**config.mk**
```make
export PLATFORM = sky130hd
export DESIGN_NAME = morse_key_sequencer_flat
export DESIGN_NICKNAME = d
export VERILOG_FILES = /design/src/rtl/morse_pkg.sv /design/src/rtl/morse_key_sequencer_if.sv /design/src/rtl/key_debouncer.sv /design/src/rtl/morse_key_sequencer.sv /design/src/flat_wrapper.sv
export SDC_FILE = /design/constraint.sdc
export NUM_CORES = 1
export LEC_CHECK = 0
export BUFFER_PORTS_ARGS = -buffer_cell sky130_fd_sc_hd__clkbuf_2
export CAP_MARGIN = 40
export CORE_AREA = 2 2 86 88
export CTS_CLUSTER_DIAMETER = 40
export DETAILED_ROUTE_END_ITERATION = 16
export DIE_AREA = 0 0 88 90
export PLACE_DENSITY = 0.47
export SYNTH_ARGS = -nofsm -noshare
export SYNTH_HDL_FRONTEND = slang
export SYNTH_SLANG_ARGS = --single-unit
```
**constraint.sdc**
```tcl
create_clock -name Clk -period 3.1 [get_ports Clk]
set_input_delay 0.31 -clock Clk [delete_from_list [all_inputs] [get_ports Clk]]
set_output_delay 0.31 -clock Clk [all_outputs]
set_load 0.005 [all_outputs]
```
**src/rtl/morse_pkg.sv**
```systemverilog
// Shared types and datapath limits for the Morse key front end.
package morse_pkg;

  typedef enum logic [1:0] {
    ST_IDLE,
    ST_MARK,
    ST_GAP,
    ST_WAIT_WORD
  } seq_state_t;

  // Limits imposed by the encoder's 10-bit symbol field and the 160-bit store.
  localparam int unsigned MAX_SYMS  = 5;
  localparam int unsigned MAX_CHARS = 16;

  function automatic logic [7:0] sat_inc8(input logic [7:0] v);
    return (v == 8'hFF) ? v : v + 8'd1;
  endfunction

endpackage

```
**src/rtl/morse_key_sequencer_if.sv**
```systemverilog
// Key/button inputs and strobe/status outputs of the Morse key sequencer.
interface morse_key_sequencer_if;
  logic Key;
  logic EnterBtn;
  logic Dot;
  logic Dash;
  logic EndSeq;
  logic Space;
  logic Enter;
  logic Full;
  logic SymErr;

  modport master (
    output Key, EnterBtn,
    input  Dot, Dash, EndSeq, Space, Enter, Full, SymErr
  );

  modport slave (
    input  Key, EnterBtn,
    output Dot, Dash, EndSeq, Space, Enter, Full, SymErr
  );
endinterface

```
**src/rtl/key_debouncer.sv**
```systemverilog
// Two-flop synchronizer followed by a stability counter.
module key_debouncer #(
  parameter int unsigned DEBOUNCE = 8
) (
  input  logic clk,
  input  logic rst,
  input  logic raw,
  output logic db
);

  localparam int unsigned CW = (DEBOUNCE > 1) ? $clog2(DEBOUNCE) : 1;

  logic          s1;
  logic          s2;
  logic [CW-1:0] cnt;

  // Stable means both sync stages agree, so a single-cycle pulse never qualifies.
  always_ff @(posedge clk) begin
    if (rst) begin
      s1  <= 1'b0;
      s2  <= 1'b0;
      cnt <= '0;
      db  <= 1'b0;
    end else begin
      s1 <= raw;
      s2 <= s1;
      if ((s1 != s2) || (s2 == db)) begin
        cnt <= '0;
      end else if (cnt == CW'(DEBOUNCE - 1)) begin
        db  <= s2;
        cnt <= '0;
      end else begin
        cnt <= cnt + CW'(1);
      end
    end
  end

endmodule

```
**src/rtl/morse_key_sequencer.sv**
```systemverilog
// Straight-key front end: times marks and gaps, emits Dot/Dash/EndSeq/Space/Enter strobes.
module morse_key_sequencer
  import morse_pkg::*;
#(
  parameter int unsigned TICK_DIV = 1000,
  parameter int unsigned DEBOUNCE = 8,
  parameter int unsigned DOT_MAX  = 2,
  parameter int unsigned CHAR_GAP = 3,
  parameter int unsigned WORD_GAP = 7
) (
  input logic                   Clk,
  input logic                   Reset,
  morse_key_sequencer_if.slave  bus
);

  localparam int unsigned  PW       = (TICK_DIV > 1) ? $clog2(TICK_DIV) : 1;
  localparam logic [7:0]   DOT_LIM  = 8'(DOT_MAX);
  localparam logic [7:0]   CG_LIM   = 8'(CHAR_GAP);
  localparam logic [7:0]   WG_LIM   = 8'(WORD_GAP);
  localparam logic [2:0]   SYM_LIM  = 3'(MAX_SYMS);
  localparam logic [4:0]   CHAR_LIM = 5'(MAX_CHARS);

  seq_state_t    state, state_n;
  logic [PW-1:0] pc, pc_n;
  logic          tick;
  logic [7:0]    dur, dur_n;
  logic [2:0]    symcnt, symcnt_n;
  logic [4:0]    charcnt, charcnt_n;
  logic          sym_err, sym_err_n;
  logic          enter_pend, enter_pend_n;
  logic          key_db, ent_db, key_q, ent_q;
  logic          key_rise, ent_rise, full, busy;
  logic          dot_n, dash_n, end_n, space_n, enter_n;
  logic          dot_q, dash_q, end_q, space_q, enter_q;

  key_debouncer #(.DEBOUNCE(DEBOUNCE)) u_key_db (
    .clk(Clk), .rst(Reset), .raw(bus.Key), .db(key_db)
  );

  key_debouncer #(.DEBOUNCE(DEBOUNCE)) u_ent_db (
    .clk(Clk), .rst(Reset), .raw(bus.EnterBtn), .db(ent_db)
  );

  assign key_rise = key_db & ~key_q;
  assign ent_rise = ent_db & ~ent_q;
  assign full     = (charcnt == CHAR_LIM);
  assign tick     = (pc == PW'(TICK_DIV - 1));
  // A strobe still on the outputs defers the next strobe-producing action by a cycle.
  assign busy     = dot_q | dash_q | end_q | space_q | enter_q;

  always_comb begin
    state_n      = state;
    symcnt_n     = symcnt;
    charcnt_n    = charcnt;
    sym_err_n    = sym_err;
    enter_pend_n = enter_pend;
    dur_n        = dur;
    pc_n         = pc;
    dot_n        = 1'b0;
    dash_n       = 1'b0;
    end_n        = 1'b0;
    space_n      = 1'b0;
    enter_n      = 1'b0;

    case (state)
      ST_IDLE, ST_WAIT_WORD: begin
        if (enter_pend) begin
          if (!busy) begin
            enter_n      = 1'b1;
            charcnt_n    = '0;
            symcnt_n     = '0;
            sym_err_n    = 1'b0;
            enter_pend_n = 1'b0;
            state_n      = ST_IDLE;
          end
        end else if (key_rise && !full) begin
          state_n = ST_MARK;
        end else if ((state == ST_WAIT_WORD) && !busy && (dur >= WG_LIM)) begin
          state_n = ST_IDLE;
          if (!full) begin
            space_n   = 1'b1;
            charcnt_n = charcnt + 5'd1;
          end
        end
      end
      ST_MARK: begin
        if (!key_db) begin
          state_n = ST_GAP;
          if (symcnt < SYM_LIM) begin
            dot_n    = (dur <= DOT_LIM);
            dash_n   = (dur > DOT_LIM);
            symcnt_n = symcnt + 3'd1;
          end else begin
            sym_err_n = 1'b1;
          end
        end
      end
      ST_GAP: begin
        if (key_db) begin
          state_n = ST_MARK;
        end else if (!busy && ((dur >= CG_LIM) || enter_pend)) begin
          end_n     = 1'b1;
          charcnt_n = full ? charcnt : charcnt + 5'd1;
          symcnt_n  = '0;
          state_n   = ST_WAIT_WORD;
        end
      end
      default: state_n = ST_IDLE;
    endcase

    if (ent_rise) enter_pend_n = 1'b1;

    if ((state_n != state) || tick) pc_n = '0;
    else                            pc_n = pc + PW'(1);

    if ((state_n != state) && ((state_n == ST_MARK) || (state_n == ST_GAP))) dur_n = '0;
    else if (tick)                                                          dur_n = sat_inc8(dur);
  end

  always_ff @(posedge Clk) begin
    if (Reset) begin
      state      <= ST_IDLE;
      pc         <= '0;
      dur        <= '0;
      symcnt     <= '0;
      charcnt    <= '0;
      sym_err    <= 1'b0;
      enter_pend <= 1'b0;
      key_q      <= 1'b0;
      ent_q      <= 1'b0;
      dot_q      <= 1'b0;
      dash_q     <= 1'b0;
      end_q      <= 1'b0;
      space_q    <= 1'b0;
      enter_q    <= 1'b0;
    end else begin
      state      <= state_n;
      pc         <= pc_n;
      dur        <= dur_n;
      symcnt     <= symcnt_n;
      charcnt    <= charcnt_n;
      sym_err    <= sym_err_n;
      enter_pend <= enter_pend_n;
      key_q      <= key_db;
      ent_q      <= ent_db;
      dot_q      <= dot_n;
      dash_q     <= dash_n;
      end_q      <= end_n;
      space_q    <= space_n;
      enter_q    <= enter_n;
    end
  end

  assign bus.Dot    = dot_q;
  assign bus.Dash   = dash_q;
  assign bus.EndSeq = end_q;
  assign bus.Space  = space_q;
  assign bus.Enter  = enter_q;
  assign bus.Full   = full;
  assign bus.SymErr = sym_err;

endmodule

```
**src/flat_wrapper.sv**
```systemverilog
// flat-port wrapper written by rule: the top's interface ports become plain ports
module morse_key_sequencer_flat import morse_pkg::*;
#(
  parameter int unsigned TICK_DIV = 1000,
  parameter int unsigned DEBOUNCE = 8,
  parameter int unsigned DOT_MAX  = 2,
  parameter int unsigned CHAR_GAP = 3,
  parameter int unsigned WORD_GAP = 7
)
  (Clk, Reset, bus_Key, bus_EnterBtn, bus_Dot, bus_Dash, bus_EndSeq, bus_Space, bus_Enter, bus_Full, bus_SymErr);
  morse_key_sequencer_if bus_i ();
  input logic Clk;
  input logic Reset;
  input wire logic [$bits(bus_i.Key)-1:0] bus_Key;
  input wire logic [$bits(bus_i.EnterBtn)-1:0] bus_EnterBtn;
  output wire logic [$bits(bus_i.Dot)-1:0] bus_Dot;
  output wire logic [$bits(bus_i.Dash)-1:0] bus_Dash;
  output wire logic [$bits(bus_i.EndSeq)-1:0] bus_EndSeq;
  output wire logic [$bits(bus_i.Space)-1:0] bus_Space;
  output wire logic [$bits(bus_i.Enter)-1:0] bus_Enter;
  output wire logic [$bits(bus_i.Full)-1:0] bus_Full;
  output wire logic [$bits(bus_i.SymErr)-1:0] bus_SymErr;
  assign bus_i.Key = bus_Key;
  assign bus_i.EnterBtn = bus_EnterBtn;
  assign bus_Dot = bus_i.Dot;
  assign bus_Dash = bus_i.Dash;
  assign bus_EndSeq = bus_i.EndSeq;
  assign bus_Space = bus_i.Space;
  assign bus_Enter = bus_i.Enter;
  assign bus_Full = bus_i.Full;
  assign bus_SymErr = bus_i.SymErr;
  morse_key_sequencer #(.TICK_DIV(TICK_DIV), .DEBOUNCE(DEBOUNCE), .DOT_MAX(DOT_MAX), .CHAR_GAP(CHAR_GAP), .WORD_GAP(WORD_GAP)) u_core (.Clk(Clk), .Reset(Reset), .bus(bus_i));
endmodule
```
# After elaboration in Yosys (flattened, before gate mapping)
# Cells that the tools add are included.
totals:
  inputBits: 4
  ff_bits: 49
  output_inout_bits: 7
  word_cells: 141
classes:
  addsub: 6
  reduce_logical: 31
  eq_ne: 25
  magnitude_cmp: 5
  n_mux: 35
  bitwise: 17
op_table:
  columns: ["op", "n"]
  rows:
  - ["5-bit 2-to-1 mux", 7]
  - ["3-bit 2-to-1 mux", 6]
  - ["2-bit 2-to-1 mux", 7]
  - ["6-bit AND reduction", 2]
  - ["3-bit OR reduction", 4]
  - ["1-bit 2-to-1 mux", 11]
  - ["1-bit inverter", 11]
  - ["10-bit by 1-bit adder with 10-bit output (second input constant)", 1]
  - ["10-bit == test (second input constant)", 1]
  - ["5-bit one-hot mux with 2 select lines", 1]
  - ["3-bit by 1-bit adder with 3-bit output (second input constant)", 3]
  - ["3-bit one-hot mux with 3 select lines", 1]
  - ["8-bit by 1-bit adder with 8-bit output (second input constant)", 1]
  - ["8-bit == test (second input constant)", 1]
  - ["8-bit by 2-bit greater-or-equal comparator with 1-bit output (second input constant)", 1]
  - ["8-bit by 3-bit greater-or-equal comparator with 1-bit output (second input constant)", 1]
  - ["8-bit by 2-bit greater-than comparator with 1-bit output (second input constant)", 1]
  - ["8-bit by 2-bit less-or-equal comparator with 1-bit output (second input constant)", 1]
  - ["2-bit != test (second input constant)", 4]
  - ["2-bit == test (second input constant)", 3]
  - ["3-bit == test (second input constant)", 2]
  - ["2-bit by 1-bit != test with 1-bit output (second input constant)", 3]
  - ["2-bit one-hot mux with 3 select lines", 1]
  - ["2-bit AND reduction", 3]
  - ["other kinds (22)", 42]

# Depth between registers and ports, before layout
# Gate-level depths: netlist of the first run.
logic_depth:
  depth_word: 15
  ltp_mapped: 11
  depth_no_buf: 9

# Modules after synthesis
# From an unflattened synthesis of the first run, not the netlist that was laid out.
unflattened:
  cells_unflattened: 283
  area_unflattened_um2: 2606.2
modules_own_cells:
  columns: ["module", "area_per_inst_um2", "seq_area_each_um2", "n_inst", "cells_per_inst"]
  rows:
  - ["morse_key_sequencer", 2108.3, 740.7, 1, 239]
  - ["key_debouncer", 249.0, 120.1, 2, 22]

# Worst setup path before layout of the first run
# OpenSTA, ideal clock, no wires.
synth_timing:
  path_kind: "reg2reg"
  startpoint: "register u_core.state[0]"
  endpoint: "register u_core.charcnt[3]"
  setup_slack_ps: 717
  path_stages_with_launch: 10
  synth_period_minus_slack_ps: 2383
  t_required_ps: 3029
  arrival_time_ps: 2312
  setup_ps: 71
  n_path_buf: 2
  path_cell_list: "dfxtp_1 clkbuf_1 inv_1 ha_1 clkbuf_1 mux2i_1 a211oi_2 nand2_2 or3b_1 a21oi_1"
synth_via:
  elab_chain_cells: 5
  elab_cells_between_ends: 14
  classes_between: "eq/ne: 7; mux: 1; reduce/logical: 6"
synth_rtl:
  columns: ["element", "line_no", "rtl"]
  rows:
  - ["start, declared", "morse_key_sequencer.sv:23", "seq_state_t state, state_n;"]
  - ["start signal, assigned", "morse_key_sequencer.sv:137", "state <= state_n;"]
  - ["2-bit == test", "morse_key_sequencer.sv:65, morse_key_sequencer.sv:78", null]
  - ["1-bit logical AND (2 in a row)", "morse_key_sequencer.sv:78", "end else if ((state == ST_WAIT_WORD) && !busy && (dur >= WG_LIM)) begin"]
  - ["3-bit by 1-bit != test with 1-bit output (no source line)", null, null]
  - ["6-bit AND reduction (no source line)", null, null]
  - ["end signal, assigned", "morse_key_sequencer.sv:141", "charcnt <= charcnt_n;"]
  - ["end, declared", "morse_key_sequencer.sv:28", "logic [4:0] charcnt, charcnt_n;"]
# Several ways; a longest one is shown, not always the timed one.
# A chain may end at the register's enable or synchronous reset.

# Worst setup path after layout of the first run
layout_timing:
  startpoint: "register u_core.state[0]"
  endpoint: "register u_core.charcnt[2]"
# Same word-level chain as after synthesis.

==> out/metrics.csv, run 1 <==
stage,metric,value,unit
min_path,hp-start,bus_EnterBtn,
floorplan,row_count,31,
pwr,p_per_area,568.9,nW/um2
synthesis,synth-edff-count,0,
synthesis,netlist.area_leader.share,0.4050,
critical_path,cp_max_fo,12,
floorplan,die_y,90,um
sta,timing.final.crit_share,0.8190,
final_layout,fin_area,2651,um2
pwr,comb_power_share,0.281,
floorplan,dieArea,7920,um2
synthesis,yosys_warnings,0,
pwr,p_clk_frac,0.257,
global_routing,grtUsageTotal,0.1312,
place,io_buffers,10,
clock_tree,cts_tree,done,
clock_tree,cts_buffer_depth,2,
routing,drtIter0Drc,72,
synthesis,synth_area,2422,um2
clock_tree,cts_resized,0,
synthesis,yosysUniqueCellTypes,51,
pwr,ir_worst_vdd,0.0002429,V
min_path,hold_end,u_core.u_ent_db.s1,
sta,fmax,393.9,MHz
sta,timing.final.ws_setup,0.5611,ns
clock_tree,cts_buffers,5,
floorplan,initial_utilization,0.3450,
critical_path,rrSetupSlack,0.56,ns
place,dpl.hpwl,3289,um
critical_path,worstPathCellList,inv_1 > ha_1 > inv_1 > nor2_1 > a211oi_2 > nand2_2 > or3b_1 > a21oi_1,
clock_tree,cts_hold_buf,0,
clock_tree,insertion_delay,0.30,ns
synthesis,synth_ff_type,dfxtp_1,
final_layout,final_cell_count_no_fill,394,
sta,rsz0062_at_grt,false,
sta,fin_crit,2.539,ns
critical_path,path_buf_inv,2,
pwr,power_leakage,1.029,nW
min_path,hold_depth,2,
critical_path,crit_path_frequent_cell,inv_1,
synthesis,avgSynthCellArea,8.470,um2
routing,finalWirelength,4741,um
place,dp.cells,386,
critical_path,rr_worst_depth,8,
critical_path,critPathRequiredTime,3.33,ns
critical_path,start_kind,flop,
routing,ant_nets,0,
place,routabilityCongestion,0.7432,
synthesis,synth_cells,286,
place,place_area,2564,um2
routing,wl_per_cell,12.03,um
global_routing,antenna_found_initial,0,
final_layout,diodes,0,
global_routing,grt_pass1_wl,8376,um
clock_tree,cts_setup_buffers,0,
run,maxCapViolations,0,
critical_path,crit_arrival,2.77,ns
clock_tree,clock-sinks,49,
global_routing,grt_overflow,0,
clock_tree,clk_pin_slew,0.10,ns
critical_path,worstSetupEndpointType,flop,
synthesis,synth_area_leaders,"dfxtp_1, ha_1, nand2_1, nor2_1, a21oi_1",
routing,remaining_drc_errors,0,
sta,hold_viol_final,0,
sta,final.setup.tns,0,ns
synthesis,synth.largest_area_cell,dfxtp_1,
critical_path,r2r-start,u_core.state[0],
sta,maxSlewHeadroom,0.5151,
sta,tightest_slew,0.7273,ns
critical_path,crit_slowest_cell,dfxtp_1,
global_routing,grt_pass1_vias,1794,
global_routing,grt_max_degree,36,
synthesis,ys_ff_latch,49,
sta,setup_viol_count_final,0,
sta,drv_slew,0,
pwr,seqPwrFrac,0.462,
routing,vias,1937,
final_layout,areaGrowthSynthToFinish,9.452,%
clock_tree,root_buffer,clkbuf_8,
routing,routed_via_density,4.916,
pwr,power_switching_share,0.3559,
critical_path,cp_slowest_stage_delay,0.55,ns
clock_tree,h-tree-depth,2,
routing,first_pass_iters,4,
min_path,hold_path_class,in -> reg,
final_layout,fin_nets,311,
pwr,switchingPower,0.5369,mW
critical_path,rr_endpoint,u_core.charcnt[2],
floorplan,core-area,7020,um2
sta,fin_skew,0.006342,ns
critical_path,cpLargestDelayFamily,compound AO/OA/AOI/OAI gates,
place,dpl_worst_slack,0.5760,ns
synthesis,ys_seq_area_frac,0.4050,
floorplan,fp.dieW,88,um
pwr,p_int,0.9715,mW
synthesis,syn_nets,303,
floorplan,num_io_pins,11,
synthesis,postSynth.asyncResetShare,0,
status,status,completed,
critical_path,crit_type,reg -> reg,
final_layout,drive_above_1_share,0.1085,
## sequential cells by signal, indices dropped and copies added (netlist names), 2 cells and up
name and cells:
u_core.state 2, u_core.pc 10, u_core.u_key_db.cnt 3, u_core.u_ent_db.cnt 3, u_core.symcnt 3, u_core.charcnt 5, u_core.dur 8
## worst reg2reg max path, stage by stage, from the launching register on
cell and delay, ns:
dfxtp_1 0.55, inv_1 0.11, ha_1 0.44, inv_1 0.18, nor2_1 0.08, a211oi_2 0.48, nand2_2 0.11, or3b_1 0.39
a21oi_1 0.14
## how the worst max path moves through the flow
stage,from,endpoint,depth (start not counted)
2_1_floorplan,u_core.state[0],u_core.charcnt[3],9
3_3_place_gp,u_core.state[0],u_core.charcnt[3],8
3_5_place_dp,u_core.state[0],u_core.charcnt[3],8
4_1_cts,u_core.state[0],u_core.charcnt[3],8
5_1_grt,u_core.state[0],u_core.charcnt[2],8
6_report,u_core.state[0],u_core.charcnt[2],8
## Yosys cell counts (2+ instances only)
cell	n
nor2_1	29
a31oi_1	4
o21ai_0	15
dfxtp_1	49
nor4_1	9
nor2b_1	9
xnor2_1	8
and2_1	5
buf_2	2
a21oi_1	17
nand2b_1	2
nand3_1	7
a21o_1	2
ha_1	13
and3_1	10
or3b_1	2
nor3_1	12
nand4_1	5
clkbuf_1	7
nand2_1	30
a211oi_1	3
xor2_1	6
inv_1	12
## routing by layer
| metal | routed length [um] | part of all wire | global-route usage |
|---|---|---|---|
| met1 | 2387 | 0.50 | 0.1782 |
| met2 | 2131 | 0.45 | 0.1989 |
| met3 | 134 | 0.028 | 0.02938 |
| met4 | 87 | 0.018 | 0.05385 |
| met5 | 0 | 0 | 0 |
## cell usage in the layout, fill, tap and decap left out, types with 8 or more instances in the layout
master	synthesis	layout
nor2b_1	9	9
xnor2_1	8	8
nor2_1	29	29
dfxtp_1	49	49
o21ai_0	15	15
clkbuf_2	0	10
and3_1	10	10
nand2_1	30	30
nor4_1	9	9
a21oi_1	17	17
ha_1	13	13
inv_1	12	12
nor3_1	12	12
## metrics by stage
stage	utilization	total power, mW	hold slack (ns)
2_1_floorplan	-	1.034	0.4080
3_3_place_gp	0.3652	1.141	0.4229
3_5_place_dp	0.3652	1.137	0.4213
4_1_cts	0.3777	1.533	0.1941
5_1_grt	0.3777	1.607	0.2169
6_report	0.3777	1.508	0.2051
## logic make-up after synthesis
| group | after synthesis | share of synthesized area |
|---|---|---|
| simple gates | 129 | 0.2789 |
| compound gates | 55 | 0.1451 |
| flops | 49 | 0.4050 |
| buf+inv | 23 | 0.03667 |
| xor+xnor | 15 | 0.05734 |
| fa+ha+maj | 13 | 0.06715 |
| mux | 2 | 0.009813 |
## power by group through the flow
stage,clock [mW],combinational (mW),sequential (mW)
2_1_floorplan,0,0.336,0.699
3_3_place_gp,0,0.429,0.712
3_5_place_dp,0,0.425,0.712
4_1_cts,0.408,0.429,0.697
5_1_grt,0.429,0.473,0.705
6_report,0.387,0.424,0.697
## cell type report
class                      instances  area (um2)
clock buffer                       6       72.57
fill                             737        4369
timing repair buffer              11       57.56
inverter                          13       48.80
tap                               99       123.9
multi-input combinational        214        1353
sequential                        49       980.9
clock inverter                     2       15.01
(Power assumes the default switching activity.)
==> inputs of run 2 (changes only) <==
--- a/config.mk
+++ b/config.mk
@@ -11,7 +11,7 @@
 export CTS_CLUSTER_DIAMETER = 40
 export DETAILED_ROUTE_END_ITERATION = 16
 export DIE_AREA = 0 0 88 90
-export PLACE_DENSITY = 0.47
+export PLACE_DENSITY = 0.49
 export SYNTH_ARGS = -nofsm -noshare
 export SYNTH_HDL_FRONTEND = slang
 export SYNTH_SLANG_ARGS = --single-unit
==> constraint.sdc (replaced) <==
create_clock -name Clk -period 2.3 [get_ports Clk]
set_input_delay 0.23 -clock Clk [delete_from_list [all_inputs] [get_ports Clk]]
set_output_delay 0.23 -clock Clk [all_outputs]
set_load 0.005 [all_outputs]
==> out/metrics.csv, run 2 (synthesized netlist as in run 1, its figures left out) <==
stage,metric,value,unit,change
status,status,completed,,unchanged
clock_tree,cts_buffer_depth,2,,unchanged
sta,maxSlewHeadroom,0.6832,,was 0.5151
critical_path,cp_max_fo,10,,was 12
critical_path,rrSetupSlack,0.17,ns,was 0.56 ns
sta,drv_slew,0,,unchanged
global_routing,grt_overflow,0,,unchanged
global_routing,grt_max_degree,20,,was 36
floorplan,initial_utilization,0.3450,,unchanged
critical_path,worstPathCellList,inv_1 > ha_1 > and4bb_4 > or3_4 > a21oi_2 > nor3b_2 > o21ai_4 > xnor2_2 > buf_4 > nor4b_2,,was inv_1 > ha_1 > inv_1 > nor2_1 > a211oi_2 > nand2_2 > or3b_1 > a21oi_1
floorplan,num_io_pins,11,,unchanged
critical_path,crit_arrival,2.35,ns,was 2.77 ns
critical_path,rr_endpoint,u_core.pc[3],,was u_core.charcnt[2]
sta,setup_viol_count_final,0,,unchanged
global_routing,grt_pass1_wl,8321,um,was 8376 um
clock_tree,clock-sinks,49,,unchanged
sta,timing.final.crit_share,0.9254,,was 0.8190
clock_tree,root_buffer,clkbuf_8,,unchanged
final_layout,fin_nets,326,,was 311
final_layout,drive_above_1_share,0.1742,,was 0.1085
routing,finalWirelength,4751,um,was 4741 um
sta,hold_viol_final,0,,unchanged
place,dp.cells,401,,was 386
routing,first_pass_iters,4,,unchanged
clock_tree,cts_buffers,5,,unchanged
routing,ant_nets,0,,unchanged
place,dpl.hpwl,3425,um,was 3289 um
final_layout,mostFrequentLayoutCells,"dfxtp_1, nand2_1, nor2_1, a21oi_1, buf_4",,"was dfxtp_1, nand2_1, nor2_1, a21oi_1, o21ai_0"
critical_path,cp_slowest_stage_delay,0.36,ns,was 0.55 ns
floorplan,fp.dieW,88,um,unchanged
sta,tightest_slew,0.4703,ns,was 0.7273 ns
routing,wl_per_cell,11.62,um,was 12.03 um
sta,final.setup.tns,0,ns,unchanged
critical_path,r2r-start,u_core.charcnt[0],,was u_core.state[0]
critical_path,crit_slowest_cell,dfxtp_1,,unchanged
run,maxCapViolations,0,,unchanged
global_routing,antenna_found_initial,0,,unchanged
sta,fmax,469.8,MHz,was 393.9 MHz
clock_tree,clk_pin_slew,0.10,ns,about the same
clock_tree,h-tree-depth,2,,unchanged
floorplan,row_count,31,,unchanged
final_layout,final_cell_count_no_fill,409,,was 394
min_path,hold_path_class,in -> reg,,unchanged
pwr,total_power,2.178,mW,was 1.508 mW
final_layout,final.fill_count,732,,was 737
critical_path,start_kind,flop,,unchanged
sta,fin_crit,2.128,ns,was 2.539 ns
clock_tree,cts_hold_buf,0,,unchanged
floorplan,die_y,90,um,unchanged
final_layout,reg_top3,"u_core.pc (10), u_core.dur (8), u_core.charcnt (5)",,unchanged
global_routing,grt_pass1_vias,1828,,"was 1,794"
critical_path,path_buf_inv,2,,unchanged
sta,fin_skew,0.01244,ns,was 0.006342 ns
floorplan,dieArea,7920,um2,unchanged
routing,remaining_drc_errors,0,,unchanged
routing,drtIter0Drc,75,,was 72
final_layout,areaGrowthSynthToFinish,15.65,%,was 9.452%
pwr,ir_worst_vdd,0.0003386,V,was 0.0002429 V
final_layout,multiInputGateArea,1375,um2,was 1353 um2
final_layout,mostFrequentLayoutCell,dfxtp_1,,unchanged
sta,timing.final.ws_setup,0.1715,ns,was 0.5611 ns
critical_path,worstSetupEndpointType,flop,,unchanged
critical_path,cpLargestDelayFamily,simple AND/OR/NAND/NOR gates,,was compound AO/OA/AOI/OAI gates
final_layout,register_area,983.4,um2,was 980.9 um2
min_path,hold_end,u_core.u_ent_db.s1,,unchanged
critical_path,rr_worst_depth,10,,was 8
place,dpl_worst_slack,0.08029,ns,was 0.5760 ns
clock_tree,cts_tree,done,,unchanged
floorplan,core-area,7020,um2,unchanged
final_layout,largest_register_ffs,10,,unchanged
final_layout,diodes,0,,unchanged
min_path,hold_depth,2,,unchanged
routing,vias,1976,,"was 1,937"
place,routabilityCongestion,0.7528,,was 0.7432
pwr,p_per_area,777.6,nW/um2,was 568.9 nW/um2
critical_path,crit_type,reg -> reg,,unchanged
pwr,power_leakage,1.118,nW,was 1.029 nW
critical_path,critPathRequiredTime,2.52,ns,was 3.33 ns
final_layout,regMostFlops,u_core.pc,,unchanged
global_routing,grtUsageTotal,0.1297,,was 0.1312
place,io_buffers,10,,unchanged
routing,routed_via_density,4.831,,was 4.916
min_path,hp-start,bus_EnterBtn,,unchanged
clock_tree,insertion_delay,0.31,ns,was 0.30 ns
[run 2: cell type report]
| type | count | share of cell area |
|---|---|---|
| clock buffer | 6 | 0.02948 |
| clock inverter | 2 | 0.006253 |
| inverter | 13 | 0.01742 |
| multi-input combinational | 214 | 0.4908 |
| sequential | 49 | 0.3510 |
| tap | 99 | 0.04422 |
| timing repair buffer | 26 | 0.06074 |
[run 2: worst max path at each step]
stage,startpoint,to,slack [ns],cells after the start
after CTS,u_core.charcnt[0],u_core.dur[1],0.06,10
final,u_core.charcnt[0],u_core.pc[3],0.17,10
after global routing,u_core.charcnt[0],u_core.pc[1],-0.004,10
after floorplan,u_core.state[0],u_core.charcnt[3],0.07,9
after global placement,u_core.charcnt[0],u_core.dur[1],0.15,10
after detailed placement,u_core.charcnt[0],u_core.dur[1],0.08,10
[run 2: report_power, final]
| part | total [mW] | switching, mW | internal, mW | leakage [nW] |
|---|---|---|---|---|
| clock network | 0.561 | 0.311 | 0.250 | 0.0518 |
| logic | 0.685 | 0.399 | 0.286 | 0.669 |
| registers | 0.932 | 0.0377 | 0.895 | 0.397 |
[run 2: metrics by stage]
step / hold slack, ns / util / instance area (um2)
6_report: 0.1260 / 0.3990 / 2801
5_1_grt: 0.1217 / 0.3990 / 2801
4_1_cts: 0.1142 / 0.3955 / 2776
3_5_place_dp: 0.4299 / 0.3812 / 2676
3_3_place_gp: 0.4293 / 0.3812 / 2676
2_1_floorplan: 0.3582 / - / 2424
[run 2: timing repair]
| item | 4_1_cts | 5_1_grt |
|---|---|---|
| setup buffers | 0 | 0 |
| resized for setup | 0 | 8 |
| setup endpoints to repair | 0 | 21 |
[run 2: per-layer routing]
metal | GRT usage | part of all wire | vias up
li1 | - | - | 1046
met1 | 0.1744 | 0.52 | 910
met2 | 0.2033 | 0.45 | 16
met3 | 0.03214 | 0.025 | 4
met4 | 0.03974 | 0.0084 | 0
met5 | 0 | 0 | -
